--- src/rtl/wb_rr_arbiter.sv ---
`default_nettype none
// ============================================================================
// Module   : wb_rr_arbiter
// Purpose  : Four-port round-robin arbiter that shares one pipelined Wishbone
//            master port between four requesters. Ownership is held while
//            the owner keeps cyc high. Strobes that are accepted but not yet
//            acked are counted in an outstanding-transfer counter.
//            Optional burst limit (macro ARB_BURST_LIMIT_EN): once the owner
//            has had MAX_XFERS strobes accepted and another port is
//            requesting, the owner is stalled. Its in-flight acks drain, and
//            then the bus is rearbitrated.
// Ports    : clk_i, rst_i               clock, synchronous active-high reset
//            in_cyc/stb/we/adr/sel/dat_m requester inputs, packed [3:0] per port
//            in_ack/stall/dat_s         requester outputs, packed [3:0] per port
//            out_cyc/stb/we/adr/sel/dat_m shared master outputs
//            out_ack/stall/dat_s        shared master inputs
//            grant                      index of current/last owner
//            busy                       high while a port owns the bus
// Revision : 1.0  initial release
// ============================================================================
module wb_rr_arbiter #(
    parameter int MAX_XFERS = 16
) (
    input  logic             clk_i,
    input  logic             rst_i,
    // requester ports
    input  logic [3:0]       in_cyc,
    input  logic [3:0]       in_stb,
    input  logic [3:0]       in_we,
    input  logic [3:0][31:0] in_adr,
    input  logic [3:0][3:0]  in_sel,
    input  logic [3:0][31:0] in_dat_m,
    output logic [3:0]       in_ack,
    output logic [3:0]       in_stall,
    output logic [3:0][31:0] in_dat_s,
    // shared master port
    output logic             out_cyc,
    output logic             out_stb,
    output logic             out_we,
    output logic [31:0]      out_adr,
    output logic [3:0]       out_sel,
    output logic [31:0]      out_dat_m,
    input  logic             out_ack,
    input  logic             out_stall,
    input  logic [31:0]      out_dat_s,
    // status
    output logic [1:0]       grant,
    output logic             busy
);

    typedef enum logic [1:0] {
        S_IDLE  = 2'd0,
        S_OWN   = 2'd1,
        S_DRAIN = 2'd2,
        S_GAP   = 2'd3
    } state_t;

    if (MAX_XFERS < 1 || MAX_XFERS > 255) begin : g_max_xfers_check
        $error("wb_rr_arbiter: MAX_XFERS must be in 1..255");
    end

    state_t     r_state;
    logic [1:0] r_last;
    logic [1:0] r_owner;
    logic [7:0] r_outst;

    logic [1:0] w_winner;
    logic [1:0] w_idx;
    logic       w_found;
    logic       w_active;
    logic       w_accept;
    logic       w_limit_hit;
    logic [7:0] w_outst_next;

    // Round-robin search starting one past the last owner. Adding 4 wraps
    // back to the last owner itself, so it is considered last.
    always_comb begin
        w_winner = r_last;
        w_found  = 1'b0;
        w_idx    = r_last;
        for (int i = 1; i <= 4; i++) begin
            w_idx = r_last + 2'(i);
            if (!w_found && in_cyc[w_idx]) begin
                w_winner = w_idx;
                w_found  = 1'b1;
            end
        end
    end

    assign w_active = (r_state == S_OWN) || (r_state == S_DRAIN);
    assign w_accept = out_stb & ~out_stall;

`ifdef ARB_BURST_LIMIT_EN
    logic [7:0] r_xfer_cnt;
    logic [3:0] w_owner_mask;

    assign w_owner_mask = 4'b0001 << r_owner;
    // Stalling the owner in the same cycle that the limit is reached
    // prevents one extra strobe from slipping through before S_DRAIN.
    assign w_limit_hit  = (r_state == S_OWN) &&
                          (r_xfer_cnt >= 8'(MAX_XFERS)) &&
                          (|(in_cyc & ~w_owner_mask));

    always_ff @(posedge clk_i) begin
        if (rst_i) begin
            r_xfer_cnt <= 8'd0;
        end else if (r_state == S_IDLE) begin
            r_xfer_cnt <= 8'd0;
        end else if (r_state == S_OWN && w_accept && r_xfer_cnt != 8'hFF) begin
            r_xfer_cnt <= r_xfer_cnt + 8'd1;
        end
    end
`else
    assign w_limit_hit = 1'b0;
`endif

    // An accept and an ack in the same cycle cancel out.
    always_comb begin
        case ({w_accept, out_ack})
            2'b10:   w_outst_next = r_outst + 8'd1;
            2'b01:   w_outst_next = r_outst - 8'd1;
            default: w_outst_next = r_outst;
        endcase
    end

    always_ff @(posedge clk_i) begin
        if (rst_i) begin
            r_state <= S_IDLE;
            r_last  <= 2'd3;
            r_owner <= 2'd0;
            r_outst <= 8'd0;
        end else begin
            case (r_state)
                S_IDLE: begin
                    if (|in_cyc) begin
                        r_owner <= w_winner;
                        r_last  <= w_winner;
                        r_outst <= 8'd0;
                        r_state <= S_OWN;
                    end
                end
                S_OWN: begin
                    if (!in_cyc[r_owner]) begin
                        // Pending acks are abandoned with the cycle.
                        r_outst <= 8'd0;
                        r_state <= S_GAP;
                    end else begin
                        r_outst <= w_outst_next;
                        if (w_limit_hit) begin
                            r_state <= S_DRAIN;
                        end
                    end
                end
                S_DRAIN: begin
                    if (!in_cyc[r_owner] || w_outst_next == 8'd0) begin
                        r_outst <= 8'd0;
                        r_state <= S_GAP;
                    end else begin
                        r_outst <= w_outst_next;
                    end
                end
                S_GAP: begin
                    r_state <= S_IDLE;
                end
                default: begin
                    r_state <= S_IDLE;
                end
            endcase
        end
    end

    // Owner mux. Outside ownership everything is parked low and every
    // requester is stalled, so late acks in S_GAP/S_IDLE reach nobody.
    always_comb begin
        out_cyc   = 1'b0;
        out_stb   = 1'b0;
        out_we    = 1'b0;
        out_adr   = 32'd0;
        out_sel   = 4'd0;
        out_dat_m = 32'd0;
        in_ack    = 4'b0000;
        in_stall  = 4'b1111;
        if (w_active) begin
            out_cyc          = in_cyc[r_owner];
            out_we           = in_we[r_owner];
            out_adr          = in_adr[r_owner];
            out_sel          = in_sel[r_owner];
            out_dat_m        = in_dat_m[r_owner];
            in_ack[r_owner]  = out_ack;
        end
        if (r_state == S_OWN) begin
            out_stb           = in_stb[r_owner] & ~w_limit_hit;
            in_stall[r_owner] = out_stall | w_limit_hit;
        end
    end

    assign in_dat_s = {4{out_dat_s}};
    assign grant    = r_last;
    assign busy     = w_active;

endmodule
`default_nettype wire
--- config.mk ---
export PLATFORM = sky130hd
export DESIGN_NAME = wb_rr_arbiter
export DESIGN_NICKNAME = d
export VERILOG_FILES = /design/src/rtl/wb_rr_arbiter.sv
export SDC_FILE = /design/constraint.sdc
export NUM_CORES = 1
export LEC_CHECK = 0
export BUFFER_PORTS_ARGS = -buffer_cell sky130_fd_sc_hd__buf_2
export CORE_AREA = 2 2 208 210
export CTS_BUF_LIST = sky130_fd_sc_hd__clkbuf_4 sky130_fd_sc_hd__clkbuf_8 sky130_fd_sc_hd__clkbuf_16
export DETAILED_ROUTE_END_ITERATION = 10
export DIE_AREA = 0 0 210 212
export GPL_ROUTABILITY_DRIVEN = 0
export PLACE_DENSITY = 0.43
export SLEW_MARGIN = 40
export SYNTH_ARGS = -nofsm -noshare
export SYNTH_HDL_FRONTEND = slang
export SYNTH_SLANG_ARGS = --single-unit
--- constraint.sdc ---
create_clock -name clk_i -period 5.75 [get_ports clk_i]
set_clock_uncertainty 0.15 [all_clocks]
set_input_delay 0.575 -clock clk_i [delete_from_list [all_inputs] [get_ports clk_i]]
set_output_delay 0.575 -clock clk_i [all_outputs]
set_load 0.02 [all_outputs]
==> summary.txt <==
Status = complete, no violations
HP Start = r_outst[7]
Post-DRT Antenna Nets = 0
Post-CTS sizing = 0
CTS H-Tree Depth = 1
Die Y = 212 µm
Distinct cells, synth = 56
Unrepaired setup endpoints after global routing = false
Worst path arrival time = 4.36 ns
TritonRoute pass-1 iters = 4
Final #Nets = 1025
Number of DRC markers in iteration 0 = 119
Floorplan core area = 42510 µm²
Crit Path Max Fanout = 13
WL per Instance = 16.12 µm
Peak supply drop = 0.2565 mV
CTS Buf Count = 3
Fmax = 228.6 MHz
CP required = 5.74 ns
Hold WC Path Type = flip-flop to flip-flop
Die area = 44520 µm²
Syn_nets = 807
Startpoint types = flip-flop
Layout filler cell count = 4839
Share of cells above drive strength 1 = 66.18%
Worst-Margin Slew = 0.7956 ns
Final min period = 4.375 ns
Worst reg2reg path endpoint = r_state[0]
Top FF cell, synth = dfxtp_1
TritonCTS clock tree = built
Pre-CTS setup slack = 1.200 ns
CTS sink cnt = 14
Hold Path End = r_outst[7]
Initial Util = 10.53%
Tot Pwr = 2.571 mW
Area grow syn2layout = 35.22%
Seq cells post-synth = 14
Initial antenna violation count = 3
R2r worst-path depth = 13
Post-synth EDFFs = 0
# port buffers = 369
Flop-to-flop setup slack = 1.37 ns
Sequential area share after synthesis = 6.262%
Total global-route track usage = 8.143%
Grt ovf = 0
Final HPWL DP = 17.30 mm
Clock buffer depth = 2
Post-CTS setup buffers = 0
First-pass GRT wire length = 27.53 mm
Endpoints failing hold = 0
Cell count after synthesis = 475
Crit path from = r_state[1]
Via count = 4606
Reg2reg start = r_state[1]
WS Path Type = flip-flop to flip-flop
Cell Rows = 76
Setup Viol. Count Final = 0
Number of placed I/O pins = 530
Largest net degree at the start of global routing = 59
Vias per cell = 3.709
Post-synth ARST share = 0%
Residual DRC = 0
Post-route setup TNS = 0 ns
Fin Hold WS = 0.3499 ns
Reg clk slew, reported paths = 0.05 ns
Pwr Density = 424.8 nW/µm²
Mapped Area = 4476 µm²
Post-Route WL = 20.03 mm
Relative slew slack = 46.96%
Insertion delay to the later sink of the worst-skew pair = 0.25 ns
Die width = 210 µm
Avg Cell Area, Syn = 9.422 µm²
Max-Cap Viols = 0
Slack of the critical path = 1.375 ns
Vias in the first global route = 4569
Root Driver = clkbuf_16
Leakage = 2.656 nW
Critical Path Sink Type = flip-flop
Max Slew Vio Count = 0
CTS hold repair buffers = 0
Synth warn = 0
Hold Path Depth = 2
Tcrit/Tclk final = 76.09%
-- area by class of cell --
class	count	area (µm²)	share of cell area (%)
multi-input cells	292	3078	50.86
repair buffers	373	1881	31.07
well taps	546	683.2	11.29
flip-flops and latches	14	287.8	4.755
clock buffers	3	75.07	1.240
inverters	9	33.78	0.5582
diodes	4	10.01	0.1654
clock inverters	1	3.754	0.06202
-- critical path, cell delays in order, from the launching register on --
cell	delay, ns
dfxtp_1	0.33
inv_1	0.09
ha_1	0.32
nor2b_1	0.32
nand2_1	0.10
ha_1	0.38
ha_1	0.38
a211oi_1	0.50
o211ai_1	0.19
and4b_1	0.24
a211oi_1	0.47
nand2_1	0.22
a31oi_4	0.27
mux2_4	0.31
-- flip-flops by register name, indices dropped and copies added, names as in the netlist --
register	flops
r_owner	2
grant	2
r_state	2
r_outst	8
-- cell usage after synthesis, types with 3 or more instances --
cell type | count | area, µm²
a211oi_1 | 3 | 22.52
a21oi_1 | 13 | 65.06
and2_1 | 72 | 450.4
buf_1 | 5 | 18.77
buf_2 | 4 | 20.02
buf_4 | 128 | 960.9
clkbuf_1 | 23 | 86.33
dfxtp_1 | 14 | 280.3
ha_1 | 11 | 137.6
inv_1 | 9 | 33.78
mux2i_1 | 3 | 30.03
mux4_2 | 71 | 1599
nand2_1 | 17 | 63.81
nand2b_1 | 7 | 43.79
nand3_1 | 4 | 20.02
nand3b_1 | 3 | 22.52
nor2_1 | 20 | 75.07
nor3_1 | 5 | 25.02
nor3b_1 | 4 | 30.03
nor4_1 | 3 | 18.77
o21ai_0 | 8 | 40.04
o21bai_1 | 3 | 22.52
o22ai_1 | 4 | 25.02
-- report_power, final --
part	switching [mW]	internal (mW)	leakage (nW)
Clock	0.0426	0.0921	0.0386
Combinational	1.29	0.965	2.50
Sequential	0.0548	0.126	0.116
-- per-stage QoR --
| stage | utilization (%) | std cells | area, µm² |
|---|---|---|---|
| 2_1_floorplan | - | 475 | 4476 |
| 3_3_place_gp | 14.02 | 1234 | 5959 |
| 3_5_place_dp | 14.03 | 1234 | 5963 |
| 4_1_cts | 14.21 | 1238 | 6042 |
| 5_1_grt | 14.22 | 1239 | 6045 |
| 6_report | 14.24 | 1242 | 6052 |
-- worst max-delay path by stage --
| stage | endpoint | slack, ns | cells after the start |
|---|---|---|---|
| floorplan | r_state[0] | 1.49 | 13 |
| global placement | r_state[0] | 1.24 | 12 |
| detailed placement | r_state[0] | 1.20 | 12 |
| CTS | r_state[0] | 1.38 | 11 |
| global route | r_state[0] | 0.91 | 13 |
| finish | r_state[0] | 1.37 | 13 |
-- cell usage in the layout (no fill, tap or decap), types with 3 or more instances in the layout --
master,Yosys,routed
nand2_1,17,17
nor3b_1,4,4
clkbuf_16,0,3
mux4_2,71,71
inv_1,9,9
nor3_1,5,5
and2_1,72,72
a21oi_1,13,13
o21bai_1,3,3
dfxtp_1,14,12
a211oi_1,3,3
diode_2,0,4
nor4_1,3,3
buf_2,4,369
o21ai_0,8,8
nor2_1,20,20
mux2i_1,3,3
o22ai_1,4,4
nand3b_1,3,3
nand3_1,4,4
ha_1,11,10
nand2b_1,7,7
buf_4,128,3
-- layer usage --
layer / wire length (µm) / GRT usage [%]
met1: 7486 / 9.523
met2: 9527 / 13.43
met3: 2488 / 3.589
met4: 514 / 2.470
met5: 10 / 0
-- logic make-up (layout without fill, tap and decap cells) --
family	after synthesis	in the layout	synth area share (%)
other cells	0	4	0
flops	14	14	6.262
buf+inv	169	386	25.02
xor+xnor	2	2	0.3915
compound gates	55	55	8.862
simple gates	148	148	19.21
mux	75	75	36.73
fa+ha+maj	12	12	3.522
No activity file was read; power rests on OpenSTA's default activity.
